## config.mk

```make
export PLATFORM = sky130hd
export DESIGN_NAME = dm_chunk_sequencer
export DESIGN_NICKNAME = d
export VERILOG_FILES = /design/src/rtl/dm_pkg.sv /design/src/rtl/dm_cmd_issuer.sv /design/src/rtl/dm_chunk_sequencer.sv
export SDC_FILE = /design/constraint.sdc
export NUM_CORES = 1
export LEC_CHECK = 0
export CAP_MARGIN = 40
export CORE_MARGIN = 2
export CORE_UTILIZATION = 50
export DETAILED_ROUTE_END_ITERATION = 10
export PLACE_DENSITY = 0.88
export SYNTH_ARGS = -nofsm -noshare
export SYNTH_HDL_FRONTEND = slang
export SYNTH_SLANG_ARGS = --single-unit
```

## constraint.sdc

```tcl
create_clock -name axi_aclk -period 3.2 [get_ports axi_aclk]
set_clock_uncertainty 0.05 [all_clocks]
set_input_delay 0.64 -clock axi_aclk [delete_from_list [all_inputs] [get_ports axi_aclk]]
set_output_delay 0.64 -clock axi_aclk [all_outputs]
set_load 0.02 [all_outputs]
```

## src/rtl/dm_pkg.sv

```systemverilog
// Shared definitions for the DataMover chunk sequencer: command/status field layout,
// FSM encoding and the 72-bit command builder.
package dm_pkg;

  localparam int CMD_W        = 72;
  localparam int CMD_TAG_LSB  = 64;
  localparam int CMD_TAG_W    = 4;
  localparam int CMD_ADDR_LSB = 32;
  localparam int CMD_ADDR_W   = 32;
  localparam int CMD_DRR_BIT  = 31;
  localparam int CMD_EOF_BIT  = 30;
  localparam int CMD_DSA_LSB  = 24;
  localparam int CMD_DSA_W    = 6;
  localparam int CMD_TYPE_BIT = 23;
  localparam int CMD_BTT_LSB  = 0;
  localparam int CMD_BTT_W    = 23;

  localparam int STS_OKAY    = 7;
  localparam int STS_SLVERR  = 6;
  localparam int STS_DECERR  = 5;
  localparam int STS_INTERR  = 4;
  localparam int STS_TAG_LSB = 0;
  localparam int STS_TAG_W   = 4;

  typedef logic [1:0] dm_state_t;
  localparam dm_state_t ST_IDLE  = 2'd0;
  localparam dm_state_t ST_ISSUE = 2'd1;
  localparam dm_state_t ST_DRAIN = 2'd2;
  localparam dm_state_t ST_DONE  = 2'd3;

  function automatic logic [CMD_W-1:0] dm_build_cmd(
    input logic [CMD_TAG_W-1:0]  tag,
    input logic [CMD_ADDR_W-1:0] addr,
    input logic                  eof,
    input logic [CMD_BTT_W-1:0]  btt
  );
    logic [CMD_W-1:0] c;
    c = '0;
    c[CMD_TAG_LSB +: CMD_TAG_W]   = tag;
    c[CMD_ADDR_LSB +: CMD_ADDR_W] = addr;
    c[CMD_DRR_BIT]                = 1'b0;
    c[CMD_EOF_BIT]                = eof;
    c[CMD_DSA_LSB +: CMD_DSA_W]   = '0;
    c[CMD_TYPE_BIT]               = 1'b1;
    c[CMD_BTT_LSB +: CMD_BTT_W]   = btt;
    return c;
  endfunction

  function automatic logic dm_sts_ok(input logic [7:0] sts, input logic [STS_TAG_W-1:0] exp_tag);
    return sts[STS_OKAY] && !sts[STS_SLVERR] && !sts[STS_DECERR] && !sts[STS_INTERR] &&
           (sts[STS_TAG_LSB +: STS_TAG_W] == exp_tag);
  endfunction

endpackage

```

## src/rtl/dm_cmd_issuer.sv

```systemverilog
// One DataMover channel: generates chunk commands under an outstanding-depth limit
// and checks the returning in-order status stream.
module dm_cmd_issuer
  import dm_pkg::*;
#(
  parameter int CHUNK_BYTES     = 1024,
  parameter int MAX_OUTSTANDING = 4
) (
  input  logic        axi_aclk,
  input  logic        axi_aresetn,
  input  logic        start,
  input  logic [31:0] base,
  input  logic [31:0] total,
  input  logic [22:0] last_btt,
  input  logic        run,
  input  logic        cnt_en,
  output logic [71:0] cmd_tdata,
  output logic        cmd_tvalid,
  input  logic        cmd_tready,
  input  logic [7:0]  sts_tdata,
  input  logic        sts_tvalid,
  output logic        all_issued,
  output logic        idle,
  output logic        sts_bad,
  output logic [31:0] ok_cnt
);

  logic [31:0] issued, total_q, addr;
  logic [22:0] last_btt_q;
  logic [3:0]  outst, exp_tag;
  logic        hs, dec, last, can_issue, sts_good;

  assign hs        = cmd_tvalid && cmd_tready;
  // A status with nothing outstanding is only legal against a same-cycle handshake.
  assign dec       = sts_tvalid && (outst != 4'd0 || hs);
  assign last      = (issued == total_q - 32'd1);
  assign can_issue = run && !cmd_tvalid && (issued < total_q) &&
                     (outst < 4'(MAX_OUTSTANDING));
  assign sts_good  = dm_sts_ok(sts_tdata, exp_tag);
  assign sts_bad   = sts_tvalid && !sts_good;

  assign all_issued = (issued == total_q);
  assign idle       = !cmd_tvalid && (outst == 4'd0);

  always_ff @(posedge axi_aclk or negedge axi_aresetn) begin
    if (!axi_aresetn) begin
      issued     <= '0;
      total_q    <= '0;
      addr       <= '0;
      last_btt_q <= '0;
      outst      <= '0;
      exp_tag    <= '0;
      ok_cnt     <= '0;
      cmd_tvalid <= 1'b0;
      cmd_tdata  <= '0;
    end else if (start) begin
      issued     <= '0;
      total_q    <= total;
      addr       <= base;
      last_btt_q <= last_btt;
      outst      <= '0;
      exp_tag    <= '0;
      ok_cnt     <= '0;
      cmd_tvalid <= 1'b0;
    end else begin
      // tvalid drops for one cycle after each handshake, capping a channel at one command per two cycles.
      if (hs) begin
        cmd_tvalid <= 1'b0;
        issued     <= issued + 32'd1;
        addr       <= addr + 32'(CHUNK_BYTES);
      end else if (can_issue) begin
        cmd_tvalid <= 1'b1;
        cmd_tdata  <= dm_build_cmd(issued[3:0], addr, last,
                                   last ? last_btt_q : 23'(CHUNK_BYTES));
      end
      if (hs && !dec)      outst <= outst + 4'd1;
      else if (!hs && dec) outst <= outst - 4'd1;
      if (sts_tvalid) begin
        exp_tag <= exp_tag + 4'd1;
        if (sts_good && cnt_en) ok_cnt <= ok_cnt + 32'd1;
      end
    end
  end

endmodule

```

## src/rtl/dm_chunk_sequencer.sv

```systemverilog
// Splits one memory-to-memory copy into CHUNK_BYTES DataMover command pairs,
// tracks both status streams and reports completion or the first error.
module dm_chunk_sequencer
  import dm_pkg::*;
#(
  parameter int CHUNK_BYTES     = 1024,
  parameter int MAX_OUTSTANDING = 4
) (
  input  logic        axi_aclk,
  input  logic        axi_aresetn,
  input  logic        job_valid,
  output logic        job_ready,
  input  logic [31:0] job_src_addr,
  input  logic [31:0] job_dst_addr,
  input  logic [31:0] job_len,
  output logic [71:0] M_AXIS_MM2S_CMD_tdata,
  output logic        M_AXIS_MM2S_CMD_tvalid,
  input  logic        M_AXIS_MM2S_CMD_tready,
  output logic [71:0] M_AXIS_S2MM_CMD_tdata,
  output logic        M_AXIS_S2MM_CMD_tvalid,
  input  logic        M_AXIS_S2MM_CMD_tready,
  input  logic [7:0]  S_AXIS_MM2S_STS_tdata,
  input  logic        S_AXIS_MM2S_STS_tvalid,
  output logic        S_AXIS_MM2S_STS_tready,
  input  logic [7:0]  S_AXIS_S2MM_STS_tdata,
  input  logic        S_AXIS_S2MM_STS_tvalid,
  output logic        S_AXIS_S2MM_STS_tready,
  output logic        busy,
  output logic        done,
  output logic        err,
  output logic [7:0]  err_status,
  output logic [31:0] chunks_done
);

  localparam int CHUNK_LOG2 = $clog2(CHUNK_BYTES);

  dm_state_t   state;
  logic        accept, run, cnt_en, any_bad;
  logic        mm_all, s2_all, mm_idle, s2_idle, mm_bad, s2_bad;
  logic [31:0] mm_ok, s2_ok, total_w;
  logic [32:0] len_round;
  logic [22:0] rem, last_btt_w;

  assign S_AXIS_MM2S_STS_tready = 1'b1;
  assign S_AXIS_S2MM_STS_tready = 1'b1;

  assign job_ready = (state == ST_IDLE) || (state == ST_DONE);
  assign accept    = job_valid && job_ready;
  assign busy      = (state != ST_IDLE);
  assign done      = (state == ST_DONE);

  assign len_round  = {1'b0, job_len} + 33'(CHUNK_BYTES - 1);
  assign total_w    = 32'(len_round >> CHUNK_LOG2);
  assign rem        = job_len[22:0] & 23'(CHUNK_BYTES - 1);
  assign last_btt_w = (rem == 23'd0) ? 23'(CHUNK_BYTES) : rem;

  assign any_bad = mm_bad || s2_bad;
  // A bad beat blocks new commands in its own cycle, before err is registered.
  assign run     = (state == ST_ISSUE) && !err && !any_bad;
  assign cnt_en  = !err;

  assign chunks_done = (mm_ok < s2_ok) ? mm_ok : s2_ok;

  dm_cmd_issuer #(.CHUNK_BYTES(CHUNK_BYTES), .MAX_OUTSTANDING(MAX_OUTSTANDING)) u_mm2s (
    .axi_aclk   (axi_aclk),
    .axi_aresetn(axi_aresetn),
    .start      (accept),
    .base       (job_src_addr),
    .total      (total_w),
    .last_btt   (last_btt_w),
    .run        (run),
    .cnt_en     (cnt_en),
    .cmd_tdata  (M_AXIS_MM2S_CMD_tdata),
    .cmd_tvalid (M_AXIS_MM2S_CMD_tvalid),
    .cmd_tready (M_AXIS_MM2S_CMD_tready),
    .sts_tdata  (S_AXIS_MM2S_STS_tdata),
    .sts_tvalid (S_AXIS_MM2S_STS_tvalid),
    .all_issued (mm_all),
    .idle       (mm_idle),
    .sts_bad    (mm_bad),
    .ok_cnt     (mm_ok)
  );

  dm_cmd_issuer #(.CHUNK_BYTES(CHUNK_BYTES), .MAX_OUTSTANDING(MAX_OUTSTANDING)) u_s2mm (
    .axi_aclk   (axi_aclk),
    .axi_aresetn(axi_aresetn),
    .start      (accept),
    .base       (job_dst_addr),
    .total      (total_w),
    .last_btt   (last_btt_w),
    .run        (run),
    .cnt_en     (cnt_en),
    .cmd_tdata  (M_AXIS_S2MM_CMD_tdata),
    .cmd_tvalid (M_AXIS_S2MM_CMD_tvalid),
    .cmd_tready (M_AXIS_S2MM_CMD_tready),
    .sts_tdata  (S_AXIS_S2MM_STS_tdata),
    .sts_tvalid (S_AXIS_S2MM_STS_tvalid),
    .all_issued (s2_all),
    .idle       (s2_idle),
    .sts_bad    (s2_bad),
    .ok_cnt     (s2_ok)
  );

  always_ff @(posedge axi_aclk or negedge axi_aresetn) begin
    if (!axi_aresetn) begin
      state      <= ST_IDLE;
      err        <= 1'b0;
      err_status <= '0;
    end else begin
      case (state)
        ST_IDLE, ST_DONE: begin
          if (accept) state <= (job_len == 32'd0) ? ST_DONE : ST_ISSUE;
          else        state <= ST_IDLE;
        end
        ST_ISSUE: if (any_bad || err || (mm_all && s2_all)) state <= ST_DRAIN;
        ST_DRAIN: if (mm_idle && s2_idle) state <= ST_DONE;
        default:  state <= ST_IDLE;
      endcase
      // Only the first failing beat of a job is kept; MM2S wins a same-cycle tie.
      if (accept) begin
        err        <= 1'b0;
        err_status <= '0;
      end else if (any_bad && !err && (state == ST_ISSUE || state == ST_DRAIN)) begin
        err        <= 1'b1;
        err_status <= mm_bad ? S_AXIS_MM2S_STS_tdata : S_AXIS_S2MM_STS_tdata;
      end
    end
  end

endmodule
```

==> summary.md, run 1 <==
| Metric | Value |
|---|---|
| Wire per inst | `22.00 um` |
| Worst vdd ir | `0.0006143 V` |
| PortBufs | `262` |
| TritonCTS Sinks | `353` |
| Startpoint Class | `register` |
| CTS tree | `done` |
| Clock buffer depth | `3` |
| Rows | `73` |
| Die W | `204.7 um` |
| Worst-path clk slew | `0.06 ns` |
| Post-synth EDFFs | `0` |
| CTS Buf Count | `40` |
| First-pass GRT wire length | `105500 um` |
| Crit Path Max Fanout | `5` |
| Final WL | `70570 um` |
| H-tree levels | `2` |
| Critical path cell sequence | `inv_1 > ha_1 > a21o_1 > a21o_1 > a21oi_1 > o21ai_1 > nand3_1 > o211ai_1 > a21oi_4 > buf_12 > clkbuf_16 > mux2_4 > buf_6` |
| Clk Latency, worst-skew pair | `0.58 ns` |
| Worst Setup End Kind | `primary output` |
| Crit path DAT | `3.30 ns` |
| FFs w/ async S/R, synth | `100.0%` |
| Synth Instances | `2121` |
| Worst slew pin tran | `0.8210 ns` |
| Max-Cap Viols | `0` |
| Sum Neg Setup Slack | `-29.77 ns` |
| Synth-to-Final Area Change | `36.59%` |
| Failing checks | `setup timing` |
| Warnings, synthesis | `0` |
| Kind of critical path | `reg -> out` |
| Cell variety after synth | `77` |
| Worst Setup Slack post-DPL | `-0.6556 ns` |
| Post-route cell area | `27510 um^2` |
| Unrepaired setup endpoints after global routing | `true` |
| Fin. max-slew vios | `0` |
| Largest stage delay, worst path | `0.38 ns` |
| Main synth FF type | `dfrtp_1` |
| Leakage power figure | `12.76 nW` |
| Die footprint | `41910 um^2` |
| Tmin final | `3.989 ns` |
| Slew margin rel. | `45.27%` |
| Layout cell share with drive strength beyond 1 | `23.15%` |
| Worst EP required | `2.51 ns` |
| Commonest non-fill, non-tap cells in the layout | `dfrtp_1 (349), nand2_1 (303), buf_4 (273)` |
| Post-Synthesis Cell Area | `20140 um^2` |
| Setup WS post-layout | `-0.7893 ns` |
| Aggregate global-route resource usage | `31.99%` |
| Final setup violation count | `78` |
| Fin nets | `2862` |
| Core Util, Final | `69.25%` |
| Vias in the first global route | `19270` |
| Post-route ant nets | `0` |
| Period utilization | `124.7%` |
| Max frequency | `0.2507 GHz` |
| Post-DP Area | `25020 um^2` |
| Avg Cell Area, Syn | `9.497 um^2` |
| Most common cell on crit path | `a21o_1` |
| Most common cell after layout, fill and taps aside | `dfrtp_1` |
| Via count | `19320` |
| Initial Util | `50.70%` |
| Placer Congestion | `1.015` |
| Placed wire-length estimate | `45640 um` |
| Gr ovfl total | `0` |
| Worst Hold Class | `reg -> reg` |
| Root Driver | `clkbuf_16` |
| CORE AREA | `39730 um^2` |
| Die H | `204.7 um` |
| Sequential fraction of the synthesis area | `43.85%` |
| Seq cells post-synth | `353` |
| Outcome | `finished with violations` |
| Residual DRC count | `0` |
| CP max-delay cell | `dfrtp_1` |
| Via-to-Cell Ratio | `6.024` |
| Largest net degree at the start of global routing | `86` |
| PD cells | `714.7 nW/um^2` |
| Drt first pass iters | `5` |
| Number of I/O pins | `311` |
| DRT iter0 DRCs | `2245` |
| Worst hold margin | `0.4245 ns` |
| Initial antenna violation count | `4` |
| Final hold vios | `0` |
==> cells in the mapped netlist, types with 14 or more instances <==
| cell type | n | area share (%) |
|---|---|---|
| dfrtp_1 | 353 | 44 |
| nand2_1 | 306 | 5.7 |
| nor2_1 | 184 | 3.4 |
| xor2_1 | 127 | 5.5 |
| xnor2_1 | 122 | 5.3 |
| o21ai_0 | 114 | 2.8 |
| mux2_2 | 102 | 5.7 |
| ha_1 | 94 | 5.8 |
| inv_1 | 93 | 1.7 |
| nand3_1 | 81 | 2.0 |
| clkbuf_1 | 63 | 1.2 |
| nand4_1 | 58 | 1.8 |
| a21oi_1 | 52 | 1.3 |
| buf_4 | 50 | 1.9 |
| and3_1 | 38 | 1.2 |
| nor3_1 | 36 | 0.89 |
| nor4_1 | 24 | 0.75 |
| or3_1 | 15 | 0.47 |
| a21o_1 | 14 | 0.52 |
| and4_1 | 14 | 0.61 |
==> repair_timing <==
item | CTS | global route
setup endpoints to repair | 94 | 131
hold endpoints to repair | 10 | 0
pin swaps | 34 | 24
cloned | 3 | 4
buffers inserted | 24 | 21
hold buffers | 1 | 0
gates resized for setup | 240 | 83
==> worst paths after layout <==
check / startpoint / endpoint / slack, ns / cells after the start
max: u_s2mm.ok_cnt[9]$_DFFE_PN0P_ / chunks_done[15] / -0.79 / 13
min: u_mm2s.addr[2]$_DFFE_PN0P_ / u_mm2s.addr[2]$_DFFE_PN0P_ / 0.42 / 2
max reg2reg: u_mm2s.total_q[3]$_DFFE_PN0P_ / u_s2mm.cmd_tdata[9]$_DFFE_PN0P_ / -0.35 / 11
min reg2reg: u_mm2s.addr[2]$_DFFE_PN0P_ / u_mm2s.addr[2]$_DFFE_PN0P_ / 0.42 / 2
max in group asynchronous: axi_aresetn / u_s2mm.ok_cnt[31]$_DFFE_PN0P_ / 1.66 / 3
min in group asynchronous: axi_aresetn / u_s2mm.cmd_tdata[30]$_DFFE_PN0P_ / 0.57 / 2
==> worst max-delay path: cells and delay by family (launching register included) <==
kind / cells / cell delay [ns]
flops: 1 / 0.38
buf+inv: 4 / 0.54
simple gates: 1 / 0.09
compound gates: 6 / 1.09
fa+ha+maj: 1 / 0.32
mux: 1 / 0.31
==> per-stage QoR <==
| step | power, W | std cells |
|---|---|---|
| floorplan | 0.01064 | 2167 |
| global placement | 0.01336 | 3080 |
| detailed placement | 0.01378 | 3082 |
| CTS | 0.01898 | 3181 |
| global route | 0.02046 | 3207 |
| finish | 0.01966 | 3207 |
==> registers in the layout, indices dropped and copies added (netlist names) <==
name / cells
u_s2mm.addr: 32
u_mm2s.issued: 32
u_mm2s.ok_cnt: 32
u_s2mm.cmd_tvalid: 1
u_s2mm.ok_cnt: 32
err: 1
state: 2
u_mm2s.last_btt_q: 11
err_status: 8
u_mm2s.addr: 32
u_mm2s.outst: 4
u_mm2s.exp_tag: 4
u_mm2s.cmd_tdata: 49
u_s2mm.issued: 32
u_mm2s.total_q: 23
u_s2mm.outst: 4
u_s2mm.exp_tag: 4
u_s2mm.cmd_tdata: 49
u_mm2s.cmd_tvalid: 1
==> layer usage <==
metal / up-vias / global-route usage [%] / routed length (um)
met5: - / 0 / 0
met4: 0 / 16.51 / 4168
met3: 366 / 6.109 / 6944
met2: 1298 / 52.53 / 33440
met1: 9412 / 40.20 / 26010
li1: 8244 / - / -
==> power breakdown <==
group,internal [W],switching (W),total (W)
registers,0.00557,0.00102,0.00659
clock network,0.00280,0.00200,0.00480
logic,0.00352,0.00475,0.00828
total,0.0119,0.00777,0.0197
==> final cells by class <==
cell class | instances | area (um^2)
Sequential cell | 353 | 8838
Antenna cell | 4 | 10.01
Clock inverter | 17 | 162.7
Inverter | 93 | 352.8
Fill cell | 2597 | 12220
Multi-Input combinational cell | 1589 | 11040
Clock buffer | 56 | 1204
Timing Repair Buffer | 570 | 5253
Tap cell | 525 | 656.9
==> logic make-up (layout without fill, tap and decap cells) <==
group                      after synthesis  count (layout)  synth area share (%)
AOI/OAI and AO/OA                      261             261                 7.988
xor gates and xnor gates               251             251                 11.05
adders and majority gates               97              97                 6.087
buffers and inverters                  225             736                 5.392
DFF                                    353             353                 43.85
muxes                                  111             111                 6.149
other                                    2              52               0.03728
and+or+nand+nor                        821             821                 19.44
Note: power is estimated with default switching activity, not from simulation.
==> inputs of run 2 (changes only) <==
--- a/config.mk
+++ b/config.mk
@@ -6,10 +6,11 @@
 export NUM_CORES = 1
 export LEC_CHECK = 0
 export CAP_MARGIN = 40
-export CORE_MARGIN = 2
-export CORE_UTILIZATION = 50
+export CORE_MARGIN = 8
+export CORE_UTILIZATION = 40
 export DETAILED_ROUTE_END_ITERATION = 10
-export PLACE_DENSITY = 0.88
+export PLACE_DENSITY = 0.75
+export RECOVER_POWER = 25
 export SYNTH_ARGS = -nofsm -noshare
 export SYNTH_HDL_FRONTEND = slang
 export SYNTH_SLANG_ARGS = --single-unit
==> run 2 against run 1 <==
The run ends with capacitance limit, slew limit, setup timing left. Global-route usage down 10 points. Combinational power is 8.0% lower. Sequential share of layout area is 0.38 points higher. Via count is 8.0% lower. Critical path depth unchanged. Cell count increased by 4.2%.
==> summary.md, run 2 (synthesis results as in run 1) <==
| Metric | Value |
|---|---|
| Worst EP required | `2.51 ns (about the same)` |
| Root Driver | `clkbuf_16` |
| Drt first pass iters | `5 (unchanged)` |
| CTS tree | `done` |
| CORE AREA | `49970 um^2 (+26%)` |
| PortBufs | `262 (unchanged)` |
| Placed insts | `3239 (+5.1%)` |
| Worst slew pin tran | `1.967 ns (+1.146 ns)` |
| Number of I/O pins | `311 (unchanged)` |
| H-tree levels | `2 (unchanged)` |
| Clock buffer depth | `3 (unchanged)` |
| Die H | `240.4 um (+17%)` |
| Synth-to-Final Area Change | `34.97%` |
| Cell family with most CP delay | `compound AO/OA/AOI/OAI gates` |
| Die footprint | `57790 um^2 (+38%)` |
| Most common cell after layout, fill and taps aside | `dfrtp_1` |
| Die W | `240.4 um (+17%)` |
| CP max-delay cell | `dfrtp_1` |
| Post-route ant nets | `0 (unchanged)` |
| Crit path DAT | `3.13 ns (-0.17 ns)` |
| DRT iter0 DRCs | `1205 (-46%)` |
| Initial antenna violation count | `4 (unchanged)` |
| First-pass GRT wire length | `100200 um (-5.0%)` |
| Residual DRC count | `0 (unchanged)` |
| Reg2Reg Depth | `11 (unchanged)` |
| Finished Layout Cells | `3343 (+4.2%)` |
| Unrepaired setup endpoints after global routing | `true` |
| Worst-path clk slew | `0.06 ns (about the same)` |
| Commonest non-fill, non-tap cells in the layout | `dfrtp_1 (350), nand2_1 (304), buf_4 (278)` |
| Slew margin rel. | `-31.11% (-76 points)` |
| Setup WS post-layout | `-0.6205 ns (+0.1688 ns)` |
| Clk Latency, worst-skew pair | `0.57 ns (about the same)` |
| Gr ovfl total | `0 (unchanged)` |
| Kind of critical path | `reg -> out` |
| Max-Cap Viols | `1 (+1)` |
| Crit Path Max Fanout | `10 (+5)` |
| Final setup violation count | `56 (-28%)` |
| Rows | `82 (+12%)` |
| Critical path cell sequence | `inv_2 > ha_4 > a21o_1 > a21o_1 > a21oi_1 > o21ai_1 > a21oi_1 > o211ai_1 > a21oi_4 > buf_6 > buf_12 > mux2_2 > buf_2` |
| Reg2reg setup slack | `-0.29 ns (+0.06 ns)` |
| CP endpoint | `chunks_done[18]` |
| Period utilization | `119.4% (-5.3 points)` |
| Fin. max-slew vios | `73 (+73)` |
| Startpoint Class | `register` |
| Placer Congestion | `0.9631 (-5.1%)` |
| Largest net degree at the start of global routing | `147 (+71%)` |
| Layout cell share with drive strength beyond 1 | `21.76% (-1.4 points)` |
| Final WL | `63350 um (-10%)` |
| Final hold vios | `0 (unchanged)` |
| Worst path depth | `13 (unchanged)` |
| Aggregate global-route resource usage | `21.68% (-10 points)` |
| Vias in the first global route | `18470 (-4.1%)` |
| Leakage power figure | `12.61 nW (-1.2%)` |
| Max frequency | `0.2617 GHz (+4.4%)` |
| Worst Hold Class | `reg -> reg` |
| Reg-to-Reg End | `u_s2mm.cmd_tdata[7]$_DFFE_PN0P_` |
| Via count | `17780 (-8.0%)` |
| Tmin final | `3.820 ns (-0.1688 ns)` |
| Failing checks | `capacitance limit, slew limit, setup timing` |
| Core Util, Final | `54.41% (-15 points)` |
| Largest stage delay, worst path | `0.39 ns (about the same)` |
| Wire per inst | `18.95 um (-14%)` |
| Placed wire-length estimate | `46500 um (+1.9%)` |
| Fin nets | `2854 (-0.28%)` |
| Outcome | `finished with violations` |
| Via-to-Cell Ratio | `5.318 (-12%)` |
| Reg2reg start | `u_mm2s.total_q[0]$_DFFE_PN0P_` |
| Crit path from | `u_s2mm.ok_cnt[17]$_DFFE_PN0P_` |
| PD cells | `691.9 nW/um^2 (-3.2%)` |
| Worst Setup End Kind | `primary output` |
| Largest regs | `u_mm2s.cmd_tdata: 49 flops, u_s2mm.cmd_tdata: 49 flops` |
| Worst vdd ir | `0.0004212 V (-31%)` |
| Buf/Inv on CP | `4 (unchanged)` |
| TritonCTS Sinks | `353 (unchanged)` |
| CTS Buf Count | `40 (unchanged)` |
| Initial Util | `40.31% (-10 points)` |
## run 2: final cells by class
class | count | area [um^2]
Fill cell | 4343 | 22780
Multi-Input combinational cell | 1589 | 10800
Sequential cell | 353 | 8837
Timing Repair Buffer | 562 | 5021
Clock buffer | 53 | 1162
Tap cell | 672 | 840.8
Inverter | 93 | 352.8
Clock inverter | 16 | 157.7
Antenna cell | 5 | 12.51
## run 2: routing by layer
metal | vias up | routed length (um) | global-route usage, %
met5 | - | 0 | 0
met4 | 0 | 2810 | 9.246
met3 | 172 | 4686 | 5.054
met2 | 668 | 30060 | 35.92
met1 | 8710 | 25790 | 26.93
li1 | 8229 | - | -
## run 2: worst min path at each step
stage                                     startpoint                          endpoint  slack [ns]  depth (start not counted)
floorplan                                axi_aresetn                   err$_DFFE_PN0P_        0.29                          0
global placement    u_s2mm.cmd_tdata[23]$_DFFE_PN0P_  u_s2mm.cmd_tdata[23]$_DFFE_PN0P_        0.40                          1
detailed placement  u_s2mm.cmd_tdata[23]$_DFFE_PN0P_  u_s2mm.cmd_tdata[23]$_DFFE_PN0P_        0.40                          1
CTS                       u_s2mm.addr[5]$_DFFE_PN0P_        u_s2mm.addr[5]$_DFFE_PN0P_        0.42                          2
global route        u_mm2s.cmd_tdata[23]$_DFFE_PN0P_  u_mm2s.cmd_tdata[23]$_DFFE_PN0P_        0.44                          1
finish                    u_s2mm.addr[4]$_DFFE_PN0P_        u_s2mm.addr[4]$_DFFE_PN0P_        0.42                          2
## run 2: repair_timing
item,CTS,global route
hold buffers,1,0
setup endpoints to repair,91,127
pin swaps,27,8
hold endpoints to repair,19,0
setup buffers,23,3
cloned,4,1
gates resized for setup,213,30
## run 2: report_power, final
part / switching [W] / internal, W / leakage (nW)
clock: 0.00192 / 0.00272 / 0.640
combinational: 0.00433 / 0.00329 / 7.28
sequential: 0.000981 / 0.00557 / 4.69
## run 2: stage by stage
stage / setup TNS [ns] / worst slack [ns] / power, W / cell area (um^2) / hold slack (ns)
after floorplan: -1.722 / -0.1633 / 0.01064 / 20380 / 0.2944
after global placement: -35.60 / -0.5930 / 0.01356 / 25260 / 0.4022
after detailed placement: -41.08 / -0.6491 / 0.01383 / 25260 / 0.4015
after CTS: -21.54 / -0.5901 / 0.01879 / 27050 / 0.4231
after global routing: -29.00 / -0.7158 / 0.01988 / 27180 / 0.4403
final: -23.65 / -0.6205 / 0.01881 / 27190 / 0.4208
## run 2: worst register-to-register path, cell delays in order, from the launching register on
cell,delay (ns)
dfrtp_1,0.40
inv_2,0.08
ha_4,0.13
or4b_4,0.51
nand4b_1,0.26
xnor2_1,0.17
a211oi_1,0.35
nand4_1,0.13
or4_1,0.52
or4_4,0.54
buf_12,0.19
o21ai_2,0.11
==> inputs of run 3 (changes only) <==
==> constraint.sdc (replaced) <==
create_clock -name axi_aclk -period 3.2 [get_ports axi_aclk]
set_clock_uncertainty 0.05 [all_clocks]
set_input_delay 0.64 -clock axi_aclk [delete_from_list [all_inputs] [get_ports axi_aclk]]
set_output_delay 0.64 -clock axi_aclk [all_outputs]
set_load 0.1 [all_outputs]
==> run 3 against run 2 <==
Cell area increased by 0.59%. Largest cell class unchanged. Combinational power is 38% higher. Die area did not move. Largest power group unchanged. Core utilization grew 0.32 points. The flow still finishes with violations (capacitance limit, slew limit, setup timing).
==> summary.md, run 3 (synthesis results as in run 1) <==
| Metric | Value |
|---|---|
| CP max-delay cell | `dfrtp_1` |
| Critical path cell sequence | `ha_1 > a21o_1 > a21oi_1 > o21ai_1 > a31oi_1 > o211ai_1 > a21oi_4 > buf_12 > clkbuf_16 > mux2_4 > buf_12` |
| Wire per inst | `19.37 um (+2.2%)` |
| Post-route cell area | `27350 um^2 (+0.59%)` |
| Number of I/O pins | `311 (unchanged)` |
| Commonest non-fill, non-tap cells in the layout | `dfrtp_1 (350), buf_4 (335), nand2_1 (304)` |
| Initial antenna violation count | `2 (-2)` |
| Max-Cap Viols | `1 (unchanged)` |
| TritonCTS Sinks | `353 (unchanged)` |
| Die H | `240.4 um (unchanged)` |
| Leakage power figure | `12.80 nW (+1.5%)` |
| CORE AREA | `49970 um^2 (unchanged)` |
| Drt first pass iters | `5 (unchanged)` |
| Placed insts | `3175 (-2.0%)` |
| Post-DP Area | `24900 um^2 (-1.5%)` |
| Largest stage delay, worst path | `0.39 ns (about the same)` |
| Worst EP required | `2.51 ns (about the same)` |
| PD cells | `800.4 nW/um^2 (+16%)` |
| Outcome | `finished with violations` |
| Residual DRC count | `0 (unchanged)` |
| Worst Hold Class | `reg -> reg` |
| Crit Path Max Fanout | `6 (-4)` |
| Via count | `17570 (-1.2%)` |
| Kind of critical path | `reg -> out` |
| DR top layer | `met4` |
| Setup WS post-layout | `-0.6323 ns (-0.01187 ns)` |
| Worst vdd ir | `0.0008510 V (+100%)` |
| Failing checks | `capacitance limit, slew limit, setup timing` |
| Final setup violation count | `82 (+46%)` |
| PortBufs | `262 (unchanged)` |
| Core Util, Final | `54.74% (+0.32 points)` |
| Post-route ant nets | `0 (unchanged)` |
| Clk Latency, worst-skew pair | `0.57 ns (about the same)` |
| Startpoint Class | `register` |
| Final WL | `64070 um (+1.1%)` |
| Finished Layout Cells | `3308 (-1.0%)` |
| Slew margin rel. | `-22.69% (+8.4 points)` |
| Via-to-Cell Ratio | `5.310 (-0.15%)` |
| Largest net degree at the start of global routing | `83 (-44%)` |
| Largest regs | `u_mm2s.cmd_tdata: 49 flops, u_s2mm.cmd_tdata: 49 flops` |
| Placed wire-length estimate | `45610 um (-1.9%)` |
| Final hold vios | `0 (unchanged)` |
| Placer Congestion | `0.9859 (+2.4%)` |
| Metal2 WL | `30830 um (+2.6%)` |
| Worst-path clk slew | `0.06 ns (about the same)` |
| CTS tree | `done` |
| Initial Util | `40.31% (unchanged)` |
| Die footprint | `57790 um^2 (unchanged)` |
| Period utilization | `119.8% (+0.37 points)` |
| Fin nets | `2818 (-1.3%)` |
| Gr ovfl total | `0 (unchanged)` |
| Vias in the first global route | `17890 (-3.1%)` |
| Die W | `240.4 um (unchanged)` |
| Fin. max-slew vios | `71 (-2.7%)` |
| Buf/Inv on CP | `3 (-1)` |
| Root Driver | `clkbuf_16` |
| Layout cell share with drive strength beyond 1 | `25.09% (+3.3 points)` |
| Clock buffer depth | `3 (unchanged)` |
| H-tree levels | `2 (unchanged)` |
| Max frequency | `0.2609 GHz (-0.31%)` |
| Worst Setup End Kind | `primary output` |
| Most common cell after layout, fill and taps aside | `dfrtp_1` |
| Cell family with most CP delay | `compound AO/OA/AOI/OAI gates` |
| Unrepaired setup endpoints after global routing | `true` |
| Crit path DAT | `3.14 ns (about the same)` |
| Rows | `82 (unchanged)` |
| Met3 WL | `4254 um (-9.2%)` |
| Most common cell on crit path | `buf_12` |
| CTS Buf Count | `40 (unchanged)` |
| Worst slew pin tran | `1.840 ns (-0.1264 ns)` |
| Aggregate global-route resource usage | `21.10% (-0.58 points)` |
| First-pass GRT wire length | `98210 um (-2.0%)` |
| Tmin final | `3.832 ns (+0.01187 ns)` |
| DRT iter0 DRCs | `1433 (+19%)` |
| Met1 Wirelength | `26800 um (+3.9%)` |
| Synth-to-Final Area Change | `35.77%` |
-- run 3: cell count changes in the layout (fill, tap and decap cells not counted), moves of 5 or more --
cell,change
clkbuf_8,+6
mux2_4,+21
buf_4,+57
mux2_2,-21
buf_12,+34
inv_1,-5
buf_2,-15
buf_6,-5
clkdlybuf4s50_1,-112
-- run 3: per-layer routing --
layer / track usage, % / vias to the layer above
met1: 26.65 / 8674
met5: 0 / -
met3: 4.286 / 139
li1: - / 8158
met2: 35.89 / 595
met4: 6.838 / 0
-- run 3: metrics by stage --
step	setup slack (ns)	TNS, ns	hold slack [ns]	total power, W
final	-0.6323	-25.84	0.4192	0.02189
after detailed placement	-0.6787	-35.99	0.4045	0.01638
after global placement	-0.5474	-26.40	0.4021	0.01612
after global routing	-0.7498	-60.88	0.4403	0.02290
after floorplan	-0.1633	-1.724	0.2944	0.01334
after CTS	-0.6456	-24.41	0.4245	0.02157
-- run 3: power by group --
part | internal, W | leakage [nW] | total (W) | switching, W
combinational | 0.00330 | 7.42 | 0.0105 | 0.00719
clock | 0.00292 | 0.690 | 0.00487 | 0.00194
sequential | 0.00557 | 4.69 | 0.00654 | 0.000968
-- run 3: cell type report --
class / count / area [um^2]
fill: 4247 / 22620
clock buffer: 62 / 1235
timing repair buffer: 526 / 4995
multi-input combinational: 1589 / 10900
sequential: 353 / 8837
antenna: 2 / 5.005
inverter: 93 / 364.1
tap: 672 / 840.8
clock inverter: 11 / 176.4
-- run 3: path summary, 6_finish.rpt --
check                                         startpoint  slack, ns                               end  depth (start not counted)
min                           u_s2mm.addr[8]$_DFFE_PN0P_       0.42        u_s2mm.addr[8]$_DFFE_PN0P_                          2
max                         u_mm2s.ok_cnt[1]$_DFFE_PN0P_      -0.63                    chunks_done[9]                         11
max in group asynchronous                    axi_aresetn       0.20       u_mm2s.addr[20]$_DFFE_PN0N_                          3
min reg2reg                   u_s2mm.addr[8]$_DFFE_PN0P_       0.42        u_s2mm.addr[8]$_DFFE_PN0P_                          2
max reg2reg                u_mm2s.total_q[0]$_DFFE_PN0P_      -0.37  u_s2mm.cmd_tdata[10]$_DFFE_PN0P_                         12
min in group asynchronous                    axi_aresetn       1.05  u_mm2s.last_btt_q[7]$_DFFE_PN0P_                          2
-- run 3: what timing repair did --
item	in CTS	in global routing
hold buffers	1	0
buffers inserted	23	25
endpoints found under the hold margin	8	0
gates cloned	3	8
setup endpoints to repair	83	134
resized for setup	69	51
pin swaps	16	20
-- run 3: worst register-to-register path, delay by kind of cell, from the launching register on --
kind | cells | cell delay (ns)
and+or+nand+nor | 5 | 1.85
adders and majority gates | 1 | 0.18
buffers and inverters | 3 | 0.40
DFF | 1 | 0.38
AOI/OAI and AO/OA | 3 | 0.59
